<file path="config.mk">
export PLATFORM = sky130hd
export DESIGN_NAME = ofmap_writer
export DESIGN_NICKNAME = d
export VERILOG_FILES = /design/src/rtl/ofmap_writer.sv
export SDC_FILE = /design/constraint.sdc
export NUM_CORES = 1
export LEC_CHECK = 0
export CAP_MARGIN = 15
export CORE_UTILIZATION = 25
export CTS_CLUSTER_SIZE = 20
export DETAILED_ROUTE_END_ITERATION = 10
export PLACE_DENSITY = 0.49
export REMOVE_ABC_BUFFERS = 1
export SYNTH_ARGS = -nofsm -noshare
export SYNTH_HDL_FRONTEND = slang
export SYNTH_SLANG_ARGS = --single-unit
</file>
<file path="constraint.sdc">
create_clock -name clk -period 5.2 [get_ports clk]
set_input_delay 1.04 -clock clk [delete_from_list [all_inputs] [get_ports clk]]
set_output_delay 1.04 -clock clk [all_outputs]
set_load 0.02 [all_outputs]
</file>
<file path="src/rtl/ofmap_writer.sv">
// ofmap_writer -- output feature-map writer at the tail of the CNN scan.
//
// Takes the conv engine's result stream and writes it row-major into the
// output feature-map SRAM as a size x size map. Owns the write address,
// row/col tracking, end-of-map detection and framing-error checking.
//
// Optional feature macro: OFMAP_WRITER_RELU_EN
//   defined   -> negative results are written as 0 (fused ReLU)
//   undefined -> results are written unchanged
//
// Ports:
//   clk, rst_n          clock (rising edge), async active-low reset
//   size                map side length, captured when a map starts
//   start               begin a new map (honoured in IDLE only)
//   clear               synchronous abort to IDLE, drops a same-cycle beat
//   in_valid/in_ready   result handshake; in_data, in_last travel with it
//   wr_en/wr_addr/wr_data  registered SRAM write port
//   row, col            position of the most recent write
//   busy                map in progress
//   done                one-cycle pulse, coincides with the final write
//   err                 sticky framing error (in_last misplaced or missing)
module ofmap_writer #(
    parameter int DATA_W = 16,
    parameter int ADDR_W = 16
) (
    input  logic              clk,
    input  logic              rst_n,
    input  logic [7:0]        size,
    input  logic              start,
    input  logic              clear,
    input  logic              in_valid,
    input  logic [DATA_W-1:0] in_data,
    input  logic              in_last,
    output logic              in_ready,
    output logic              wr_en,
    output logic [ADDR_W-1:0] wr_addr,
    output logic [DATA_W-1:0] wr_data,
    output logic [7:0]        row,
    output logic [7:0]        col,
    output logic              busy,
    output logic              done,
    output logic              err
);

    typedef enum logic [1:0] {IDLE, RUN, DONE} state_t;

    state_t            state, state_nxt;
    logic [7:0]        size_q;
    logic [7:0]        row_cnt, col_cnt;
    logic [ADDR_W-1:0] addr_cnt;
    logic              fire, take, final_beat, start_ok;
    logic [DATA_W-1:0] data_out;

    assign in_ready   = (state == RUN);
    assign busy       = (state == RUN);
    assign done       = (state == DONE);
    assign fire       = in_valid && in_ready;
    // a beat accepted alongside clear is dropped
    assign take       = fire && !clear;
    assign start_ok   = (state == IDLE) && start && !clear;
    // size_q is never 0 while in RUN, so size_q-1 does not underflow there
    assign final_beat = (row_cnt == size_q - 8'd1) && (col_cnt == size_q - 8'd1);

`ifdef OFMAP_WRITER_RELU_EN
    assign data_out = in_data[DATA_W-1] ? '0 : in_data;
`else
    assign data_out = in_data;
`endif

    always_ff @(posedge clk or negedge rst_n) begin
        if (!rst_n) state <= IDLE;
        else        state <= state_nxt;
    end

    always_comb begin
        state_nxt = state;
        if (clear) begin
            state_nxt = IDLE;
        end else begin
            case (state)
                IDLE:    if (start) state_nxt = (size == 8'd0) ? DONE : RUN;
                RUN:     if (fire && final_beat) state_nxt = DONE;
                DONE:    state_nxt = IDLE;
                default: state_nxt = IDLE;
            endcase
        end
    end

    // scan counters: addr runs linearly, row/col track it without a multiply
    always_ff @(posedge clk or negedge rst_n) begin
        if (!rst_n) begin
            size_q   <= '0;
            row_cnt  <= '0;
            col_cnt  <= '0;
            addr_cnt <= '0;
        end else if (start_ok) begin
            size_q   <= size;
            row_cnt  <= '0;
            col_cnt  <= '0;
            addr_cnt <= '0;
        end else if (take) begin
            addr_cnt <= addr_cnt + ADDR_W'(1);
            if (col_cnt == size_q - 8'd1) begin
                col_cnt <= '0;
                row_cnt <= row_cnt + 8'd1;
            end else begin
                col_cnt <= col_cnt + 8'd1;
            end
        end
    end

    // write port; address/data/position hold between writes
    always_ff @(posedge clk or negedge rst_n) begin
        if (!rst_n) begin
            wr_en   <= 1'b0;
            wr_addr <= '0;
            wr_data <= '0;
            row     <= '0;
            col     <= '0;
        end else begin
            wr_en <= take;
            if (take) begin
                wr_addr <= addr_cnt;
                wr_data <= data_out;
                row     <= row_cnt;
                col     <= col_cnt;
            end
        end
    end

    // framing error: in_last must appear on exactly the final beat
    always_ff @(posedge clk or negedge rst_n) begin
        if (!rst_n)                         err <= 1'b0;
        else if (clear || start_ok)         err <= 1'b0;
        else if (take && (in_last != final_beat)) err <= 1'b1;
    end

endmodule

</file>
# Word-level counts from Yosys, hierarchy flattened

Index checks and enable logic that the tools add are counted.

Bits in registers: 92
Bits in latches: 0
RAM bits: 0
Memory bits (read-only): 0
Memories kept: 0

Add/sub/neg operators: 4
Eq/ne operators: 7
$lt $le $gt $ge: 0
Reduce and logical (&&, ||, !) cells: 16
Bitwise logic cells: 0
Shift operators: 0
$mul: 0
Div/mod/pow operators: 0
Mux-type cells: 15

Operators with widths:

| cell                                                                   | count |
|---|---|
| 8-bit two-way mux                                                      | 6 |
| 16-bit two-way mux                                                     | 2 |
| 16-bit by 1-bit adder with 16-bit output (second input constant)       | 1 |
| 8-bit by 1-bit adder with 8-bit output (second input constant)         | 2 |
| 8-bit equality test                                                    | 2 |
| 8-bit zero test                                                        | 1 |
| 2-bit two-way mux                                                      | 4 |
| 8-bit by 1-bit subtractor with 8-bit output (second input constant)    | 1 |
| 1-bit logical AND                                                      | 7 |
| 2-bit nonzero test                                                     | 3 |
| 2-bit case mux with 2 select lines                                     | 1 |
| 2-bit AND reduction                                                    | 2 |
| 3-bit by 2-bit != test with 1-bit output (second input constant)       | 1 |
| 3-bit != test (second input constant)                                  | 1 |
| 2-bit by 1-bit equality test with 1-bit output (second input constant) | 1 |
| 2-bit equality test (second input constant)                            | 1 |
| 2-bit zero test                                                        | 1 |
| 1-bit two-way mux                                                      | 2 |
| 1-bit zero test                                                        | 1 |
| 1-bit logical OR                                                       | 1 |
| 1-bit != test                                                          | 1 |

# Logic depth before layout (Yosys ltp)

Gate-level depths: netlist of the first run.

Depth after elaboration: 7
Depth in mapped cells: 11

# Worst setup path before layout of the first run

No wires, ideal clock.

Path kind: input -> register
Start point: input clear
End point: register addr_cnt[15]
Setup time: 119 ps
Data required time: 5,081 ps
Buffers on the path: 1
Stages: 8
Path slack: 2,619 ps
Arrival: 2,462 ps
Cell sequence: clkbuf_1 > nor2b_1 > nand2_1 > inv_2 > nand4_1 > or4_1 > xnor2_1 > and2_1

Cells in the longest elaborated chain, start to end: 3

RTL lines:

| element                                                  | line   | source |
|---|---|---|
| from (decl)                                              | 30     | `input logic clear,` |
| 1-bit zero test *                                        | 59, 60 |  |
| 1-bit logical AND (on tied branches)                     | 60, 59 |  |
| 16-bit two-way mux or 2-bit nonzero test (tied branches) | -      |  |
| to (signal assigned)                                     | 102    | `addr_cnt <= addr_cnt + ADDR_W'(1);` |
| to (decl)                                                | 50     | `logic [ADDR_W-1:0] addr_cnt;` |

Mark *: on every way between the ends. The rest lies on a longest branch, timed or not.
A chain may end at the register's enable or synchronous reset.

# Final worst setup path of the first run

Start point: register size_q[0]
End point: register state[1]

Cells in the longest elaborated chain, start to end: 6

RTL lines:

| element                                                     | line | source |
|---|---|---|
| from (decl)                                                 | 48   | `logic [7:0] size_q;` |
| from (signal assigned)                                      | 97   | `size_q <= size;` |
| 8-bit by 1-bit subtractor with 8-bit output *               | 62   | `assign final_beat = (row_cnt == size_q - 8'd1) && (col_cnt == size_q - 8'd1);` |
| 8-bit equality test                                         | 62   |  |
| 1-bit logical AND *                                         | 62   |  |
| 1-bit logical AND *                                         | 82   | `RUN: if (fire && final_beat) state_nxt = DONE;` |
| 3-bit by 2-bit != test with 1-bit output (no source line) * | -    |  |
| 2-bit AND reduction (no source line) *                      | -    |  |
| to (signal assigned)                                        | 72   | `else state <= state_nxt;` |
| to (decl)                                                   | 47   | `state_t state, state_nxt;` |

Marked as above.

==> results.toml, run 1 <==
[run_status]
status = "completed"

[global_route]
grt_pass1_vias = 3633
grt_max_degree = 63
grt_pass1_wl_um = 18100
grt_overflow_total = 0
grt_usage = 0.126
antenna_found_initial = 0

[worst_setup_path]
crit_path_start_kind = "register"
crit_required_ns = 5.44
startpoint = "size_q[0]"
path_max_fanout = 11
r2r_end = "state[1]"
rrSetupSlack_ns = 2.03
r2r_start = "size_q[0]"
worstRegToRegCells = 8
crit_path_end_kind = "register"
cp.arrival_ns = 3.41
path_class = "register to register"

[clock_tree]
cts_made_buffers = 9
ctsHoldBuffers = 0
clock_path_buffers = 2
cts_tree = "built"
htree_levels = 3
post_cts.repair.setup_buffers = 0
clkSinkCount = 92
clk_pin_slew_ns = 0.06
clkLatencyLatePin_ns = 0.34
clockRootBuffer = "clkbuf_16"
post_cts_resized = 0

[floorplan]
io_pins = 83
fp.coreArea_um2 = 17300
dieHeight_um = 135
start_util = 0.256
die-area_um2 = 18300
fp.dieW_um = 135
rows = 48

[yosys]
synth_cell_type_count = 50
synth_common_cells = "nand2_1, dfrtp_1, clkbuf_1"
synthArstFlopShare = 1.00
synthTopCellsByArea = "dfrtp_1, nand2_1, xor2_1"
ys_seq_elements = 92
syn_area_per_cell_um2 = 8.75
synthCells = 507
yosys_warnings = 0
synth-edff-count = 0
synth_largest_area_cell = "dfrtp_1"
dominantRegCellSynth = "dfrtp_1"
syn-cell-area_um2 = 4430
synth_top_area_share = 0.519
yosysSeqAreaShare = 0.519
synth_most_common_cell = "nand2_1"

[placed_design]
dpl.cell_count = 788
dp.final_hpwl_um = 7290
portBuffers = 82
routabilityCongestion = 0.820

[sta]
max_freq_mhz = 315
worst_pin_slew_ns = 0.997
period_share = 0.610
hold_viol_final = 0
slew-limit-headroom = 0.332
setup_tns_ns = 0
fin_worst_skew_ns = 0.00417
setup_viol = 0
drv_slew = 0
min_period_ns = 3.17
rsz0062_at_grt = "false"

[route]
detail-route-antenna-nets = 0
viasPerCell = 4.57
wl_per_cell_um = 13.4
drc = 0
firstDrtPassIters = 4
finalWirelength_um = 10800
via_count = 3672
drt_first_iter_violations = 170

[final_layout]
area_growth_pct = 29.3
multi_input_area_um2 = 1970
fin_util = 0.331
seq_area_um2 = 2300
num_antenna_cells = 0
fin_nets = 608
final_cells = 804
fillerInstances = 1797
drive_above_1_share = 0.0449

[run]
drv_cap = 0

[power]
p_per_area_nw_per_um2 = 345
p_leak_nw = 2.70
peakVddDrop_v = 0.000146

[min_path]
whs_path_depth = 2
hold_path_end = "row[7]"
hold_path.class = "register to register"
min-delay-start = "row[7]"
power breakdown:
| group | switching, mW | total, mW | internal, mW |
|---|---|---|---|
| clock network | 0.274 | 0.635 | 0.361 |
| registers | 0.0774 | 0.871 | 0.793 |
| logic | 0.260 | 0.474 | 0.214 |
stage by stage:
step / hold WS, ns / power [mW] / worst slack [ns] / cell area [um^2]
global placement: 0.460 / 1.36 / 1.90 / 5440
global route: 0.494 / 2.09 / 1.74 / 5730
CTS: 0.479 / 2.02 / 2.01 / 5730
detailed placement: 0.462 / 1.36 / 1.80 / 5440
floorplan: 0.460 / 1.14 / 1.18 / 4310
finish: 0.473 / 1.98 / 2.03 / 5730
kinds of logic (layout without fill, tap and decap cells):
family	after synthesis	count (layout)	synth area share
simple gates	281	281	0.277
buf+inv	41	113	0.0384
compound gates	51	51	0.0768
fa+ha+maj	4	4	0.0113
flops	92	92	0.519
xor+xnor	30	30	0.0593
mux	8	8	0.0181
critical path, cell delays in order (launching register included):
cell,delay [ns]
dfrtp_1,0.48
inv_1,0.10
ha_1,0.33
xor2_1,0.22
or2_0,0.22
a31oi_1,0.80
o2111a_1,0.38
nand4_1,0.12
a2111oi_2,0.40
state kept, by name (all words and copies together), names as in the netlist, 2 cells and up:
| register | count |
|---|---|
| wr_data | 16 |
| col | 8 |
| addr_cnt | 16 |
| size_q | 8 |
| row_cnt | 8 |
| row | 8 |
| wr_addr | 16 |
| state | 2 |
| col_cnt | 8 |
metal layers:
layer / track usage / part of all wire / routed length, um / up-vias
li1: - / - / - / 1810
met1: 0.166 / 0.49 / 5280 / 1771
met2: 0.198 / 0.45 / 4830 / 81
met3: 0.0314 / 0.046 / 492 / 10
met4: 0.0537 / 0.014 / 150 / 0
met5: 0 / 0 / 0 / -
worst max path at each step:
stage | slack, ns | endpoint
4_1_cts | 2.01 | state[1]
5_1_grt | 1.74 | state[1]
6_report | 2.03 | state[1]
2_1_floorplan | 1.18 | addr_cnt[15]
3_5_place_dp | 1.80 | col_cnt[5]
3_3_place_gp | 1.90 | col_cnt[5]
cells in the final DEF (no fill, tap or decap), types with 5 or more instances in the layout:
cell             instances
xor2_1                  18
clkdlybuf4s50_1         81
a21oi_1                 12
mux2i_1                  8
nand2_1                183
nor2_1                  23
nand2b_1                 8
buf_4                    5
o21ai_0                 15
or3_1                    6
nand3_1                 15
nand4_1                 11
dfrtp_1                 92
and3_1                   6
nor3_1                   7
inv_1                   10
xnor2_1                 12
clkbuf_16                9
area by class of cell:
class	count	area share
tap	225	0.0491
clock buffer	12	0.0465
multi-input combinational	374	0.344
clock inverter	4	0.00393
inverter	11	0.00720
sequential	92	0.402
timing repair buffer	86	0.148
Note: power is estimated with default switching activity, not from simulation.
==> run 2, diff against run 1 <==
==> constraint.sdc (replaced) <==
create_clock -name clk -period 3.3 [get_ports clk]
set_input_delay 0.66 -clock clk [delete_from_list [all_inputs] [get_ports clk]]
set_output_delay 0.66 -clock clk [all_outputs]
set_load 0.02 [all_outputs]
==> run 2 against run 1 <==
  * Non-clock buffer count is 3 higher
  * Combinational power increased by 61%
  * Sequential share of layout area is 0.11 points lower
  * Flip-flop and latch count did not move
  * Maximum frequency rose by 16%
  * Die area did not move
  * Design area grew 0.28%
  * Worst setup slack worse by 1.5 ns
  * Total power rose by 56%
  * First-iteration DRC count grew 14%
  * Sequential power increased by 57%
  * Hold slack lost 0.060 ns
  * Critical path type unchanged
  * Critical endpoint is now col_cnt[4]
  * Largest cell class unchanged
  * Largest power group unchanged
==> results.toml, run 2 (synthesis results as in run 1) <==
[global_route]
gr-usage-met2 = 0.198
grt_max_degree = 61
grt_pass1_wl_um = 17800
grt_overflow_total = 0
antenna_found_initial = 0
use_met3 = 0.0206
grt_pass1_vias = 3525
busiest_layer = "met2"
met1_usage = 0.168
grt_usage = 0.126

[sta]
period_share = 0.825
rsz0062_at_grt = "false"
fin_worst_skew_ns = 0.00592
worst_pin_slew_ns = 0.836
drv_slew = 0
setup_viol = 0
max_freq_mhz = 367
slew-limit-headroom = 0.443
hold_viol_final = 0
min_period_ns = 2.72

[floorplan]
fp.coreArea_um2 = 17300
start_util = 0.256
rows = 48
io_pins = 83
fp.dieW_um = 135
die-area_um2 = 18300
dieHeight_um = 135

[final_layout]
fin_util = 0.332
final_common_cell = "nand2_1"
num_antenna_cells = 0
area_growth_pct = 29.6
drive_above_1_share = 0.0448
reg.largest.list = "addr_cnt: 16 flops, wr_addr: 16 flops, wr_data: 16 flops"
layout_common_cells = "nand2_1, dfrtp_1, clkdlybuf4s50_1"
fin_nets = 611

[placed_design]
portBuffers = 82
dp.final_hpwl_um = 7240
routabilityCongestion = 0.802

[clock_tree]
cts_tree = "built"
cts_made_buffers = 9
clock_path_buffers = 2
post_cts_resized = 0
ctsHoldBuffers = 0
htree_levels = 3
post_cts.repair.setup_buffers = 0
clkLatencyLatePin_ns = 0.35
clkSinkCount = 92
clk_pin_slew_ns = 0.06
clockRootBuffer = "clkbuf_16"

[worst_setup_path]
crit_required_ns = 3.53
path_max_fanout = 10
crit_path_start_kind = "register"
cpMaxStageDelayCell = "dfrtp_1"
cp.arrival_ns = 2.95
crit_family = "compound AO/OA/AOI/OAI gates"
cp_cell_sequence = "inv_1 > ha_1 > o21bai_1 > a211oi_1 > o21ai_1 > a21oi_2 > a21oi_1 > a221o_1"
slowest_delay_ns = 0.51
path_class = "register to register"
critPathBufInv = 1
crit_path_end_kind = "register"

[route]
viasPerCell = 4.56
drt_first_iter_violations = 193
finalWirelength_um = 10700
firstDrtPassIters = 6
via_count = 3676
drc = 0
wl_per_cell_um = 13.3
detail-route-antenna-nets = 0

[power]
p_leak_nw = 2.72
finalPower_mw = 3.10
p_per_area_nw_per_um2 = 539
peakVddDrop_v = 0.000251

[min_path]
hold_path.class = "input port to async pin"

[run_status]
status = "completed"

[run]
drv_cap = 0
[run 2: where the power goes]
| part | internal, mW | switching (mW) |
|---|---|---|
| Combinational | 0.348 | 0.414 |
| Clock | 0.546 | 0.421 |
| Sequential | 1.25 | 0.117 |
| Total | 2.14 | 0.952 |
[run 2: worst paths after layout]
path                            from           to  slack [ns]  cells past startpoint
setup / recovery           size_q[0]   col_cnt[4]        0.58                      8
hold / removal                 rst_n  wr_addr[13]        0.41                      1
setup reg to reg           size_q[0]   col_cnt[4]        0.58                      8
hold reg to reg               row[4]       row[4]        0.47                      2
max in group asynchronous      rst_n   col_cnt[7]        2.23                      2
min in group clk              row[4]       row[4]        0.47                      2
[run 2: area by class of cell]
cell class / instances / area [um^2]
fillers: 1792 / 11500
flip-flops and latches: 92 / 2300
multi-input cells: 374 / 1970
repair buffers: 89 / 883
well taps: 225 / 282
clock buffers: 13 / 260
inverters: 11 / 41.3
clock inverters: 2 / 10.0
[run 2: worst register-to-register path: stages, from the launching register on]
cell and delay, ns:
dfrtp_1 0.51, inv_1 0.11, ha_1 0.34, o21bai_1 0.22, a211oi_1 0.24, o21ai_1 0.11
a21oi_2 0.46, a21oi_1 0.25, a221o_1 0.36
[run 2: per-stage QoR]
step           TNS [ns]  cells  setup WS [ns]  instance area, um^2  hold slack, ns
2_1_floorplan     -9.16    477         -0.723                 4310           0.364
3_3_place_gp          0    791          0.404                 5480           0.458
3_5_place_dp          0    791          0.306                 5480           0.463
4_1_cts               0    806          0.580                 5750           0.439
5_1_grt               0    806          0.346                 5750           0.487
6_report              0    806          0.578                 5750           0.414
[run 2: metal layers]
metal,up-vias,part of all wire
met5,-,0
met4,0,0.018
met3,13,0.043
met2,91,0.45
met1,1753,0.49
li1,1819,-
==> RTL change (config.mk and constraints of run 1) <==
Register the output `err` once more; this adds one clock of latency there. The other outputs are not delayed to match.
--- a/src/rtl/ofmap_writer.sv
+++ b/src/rtl/ofmap_writer.sv
@@ -43,6 +43,8 @@
 );
 
     typedef enum logic [1:0] {IDLE, RUN, DONE} state_t;
+
+    logic err_s0;
 
     state_t            state, state_nxt;
     logic [7:0]        size_q;
@@ -130,9 +132,13 @@
 
     // framing error: in_last must appear on exactly the final beat
     always_ff @(posedge clk or negedge rst_n) begin
-        if (!rst_n)                         err <= 1'b0;
-        else if (clear || start_ok)         err <= 1'b0;
-        else if (take && (in_last != final_beat)) err <= 1'b1;
+        if (!rst_n)                         err_s0 <= 1'b0;
+        else if (clear || start_ok)         err_s0 <= 1'b0;
+        else if (take && (in_last != final_beat)) err_s0 <= 1'b1;
+    end
+
+    always_ff @(posedge clk) begin
+        err <= err_s0;
     end
 
 endmodule
Function: changed (Yosys sat finds a counterexample within 4 cycles, from zero or initial values and one cycle with rst_n low).
==> RTL change against run 1 <==
  * Final area up 1.2%
  * Sequential cell count up 1
  * Total power is 4.8% higher
  * Area after synthesis increased by 0.45%
  * Setup slack better by 0.0080 ns
  * Wire length is 0.87% lower
  * Via count down 3.8%
  * First-iteration DRC count increased by 31%
==> RTL change: results (changes against run 1) <==
[run_status]
outcome=complete, no violations

[cells_and_area]
fillers=1783  ; -0.78%
drive_above_1_share_pct=4.483  ; -0.0077 points
finalNetCount=609  ; +0.16%

[place]
gp_congestion=0.8012  ; -2.3%
place.port_buffers=82  ; unchanged
postPlaceCellArea_um2=5463  ; +0.37%
pre_cts_slack_ns=1.664  ; -0.1308 ns

[global_route]
grtUsageMet3_pct=2.469  ; -0.67 points
grt_pass1_vias=3544  ; -2.4%
use_met2_pct=18.60  ; -1.2 points
track_usage_pct=12.47  ; -0.18 points
grt_use_met1_pct=17.18  ; +0.62 points

[synth]
seq_area_frac_synth_pct=52.13  ; +0.22 points
synth_cell_types=51  ; +2.0%
ys_top_cells_by_area=dfrtp_1, nand2_1, xor2_1
async_flop_share_pct=98.92  ; -1.1 points

[power_and_ir_drop]
power.internal_mw=1.463  ; +6.9%
leakagePower_nw=2.734  ; +1.1%

[critical_path]
rrSetupSlack_ns=2.04  ; about the same
cp.arrival_ns=3.40  ; about the same
rr_endpoint=state[1]

[worst_hold_path]
hold_depth=0  ; -2
min-delay-start=err_s0
hold_end=err

[drt]
drt_iter0_markers=223  ; +31%
via_per_inst=4.388  ; -3.9%

[timing]
holdWs_ns=0.4097  ; -0.06370 ns
skew_ns=0.006978  ; +0.002807 ns

[RTL change: power groups by stage]
stage | clock network (mW) | registers (mW) | logic (mW)
after floorplan | 0 | 0.939 | 0.208
after CTS | 0.753 | 0.876 | 0.479
after detailed placement | 0 | 0.889 | 0.477
final | 0.728 | 0.875 | 0.473
after global placement | 0 | 0.888 | 0.474
after global routing | 0.779 | 0.889 | 0.524
[RTL change: worst max path at each step]
| stage | cells past startpoint | slack (ns) | from | end |
|---|---|---|---|---|
| after floorplan | 8 | 1.18 | state[1] | addr_cnt[15] |
| after global placement | 8 | 1.75 | clear | addr_cnt[15] |
| after CTS | 8 | 2.00 | size_q[0] | state[1] |
| after global routing | 8 | 1.73 | size_q[0] | state[1] |
| final | 8 | 2.04 | size_q[0] | state[1] |
| after detailed placement | 7 | 1.66 | clear | col_cnt[5] |
[RTL change: stage by stage]
stage / instances / power [mW]
after CTS: 805 / 2.108
after detailed placement: 789 / 1.367
after global placement: 789 / 1.362
after global routing: 805 / 2.192
final: 805 / 2.075
after floorplan: 478 / 1.148
[RTL change: cell type report]
type / instances / area (um2) / area share (%)
tap: 225 / 281.5 / 4.855
clock buffer: 11 / 252.7 / 4.359
sequential: 93 / 2322 / 40.05
clock inverter: 5 / 82.58 / 1.424
multi-input combinational: 374 / 1969 / 33.97
inverter: 11 / 41.29 / 0.7121
timing repair buffer: 86 / 848.3 / 14.63
[RTL change: worst max-delay path: stages, from the launching register on]
cell and delay [ns]:
dfrtp_1 0.47, inv_1 0.09, ha_1 0.33, xor2_1 0.22
or2_0 0.22, a31oi_1 0.81, o2111a_1 0.38, nand4_1 0.13
a2111oi_2 0.39
[RTL change: kinds of logic after synthesis]
| family | Yosys count | share of synthesized area, % |
|---|---|---|
| multiplexers | 8 | 1.798 |
| XOR/XNOR | 30 | 5.899 |
| adder cells (fa/ha/maj) | 4 | 1.124 |
| buffers and inverters | 41 | 3.820 |
| AO/OA/AOI/OAI | 51 | 7.641 |
| AND/OR/NAND/NOR | 281 | 27.58 |
| flip-flops | 93 | 52.13 |
[RTL change: routing by layer]
| layer | share of wire [%] | vias up |
|---|---|---|
| met5 | 0 | - |
| met4 | 1.8 | 0 |
| met3 | 4.5 | 11 |
| met2 | 44 | 76 |
| met1 | 50 | 1633 |
| li1 | - | 1812 |
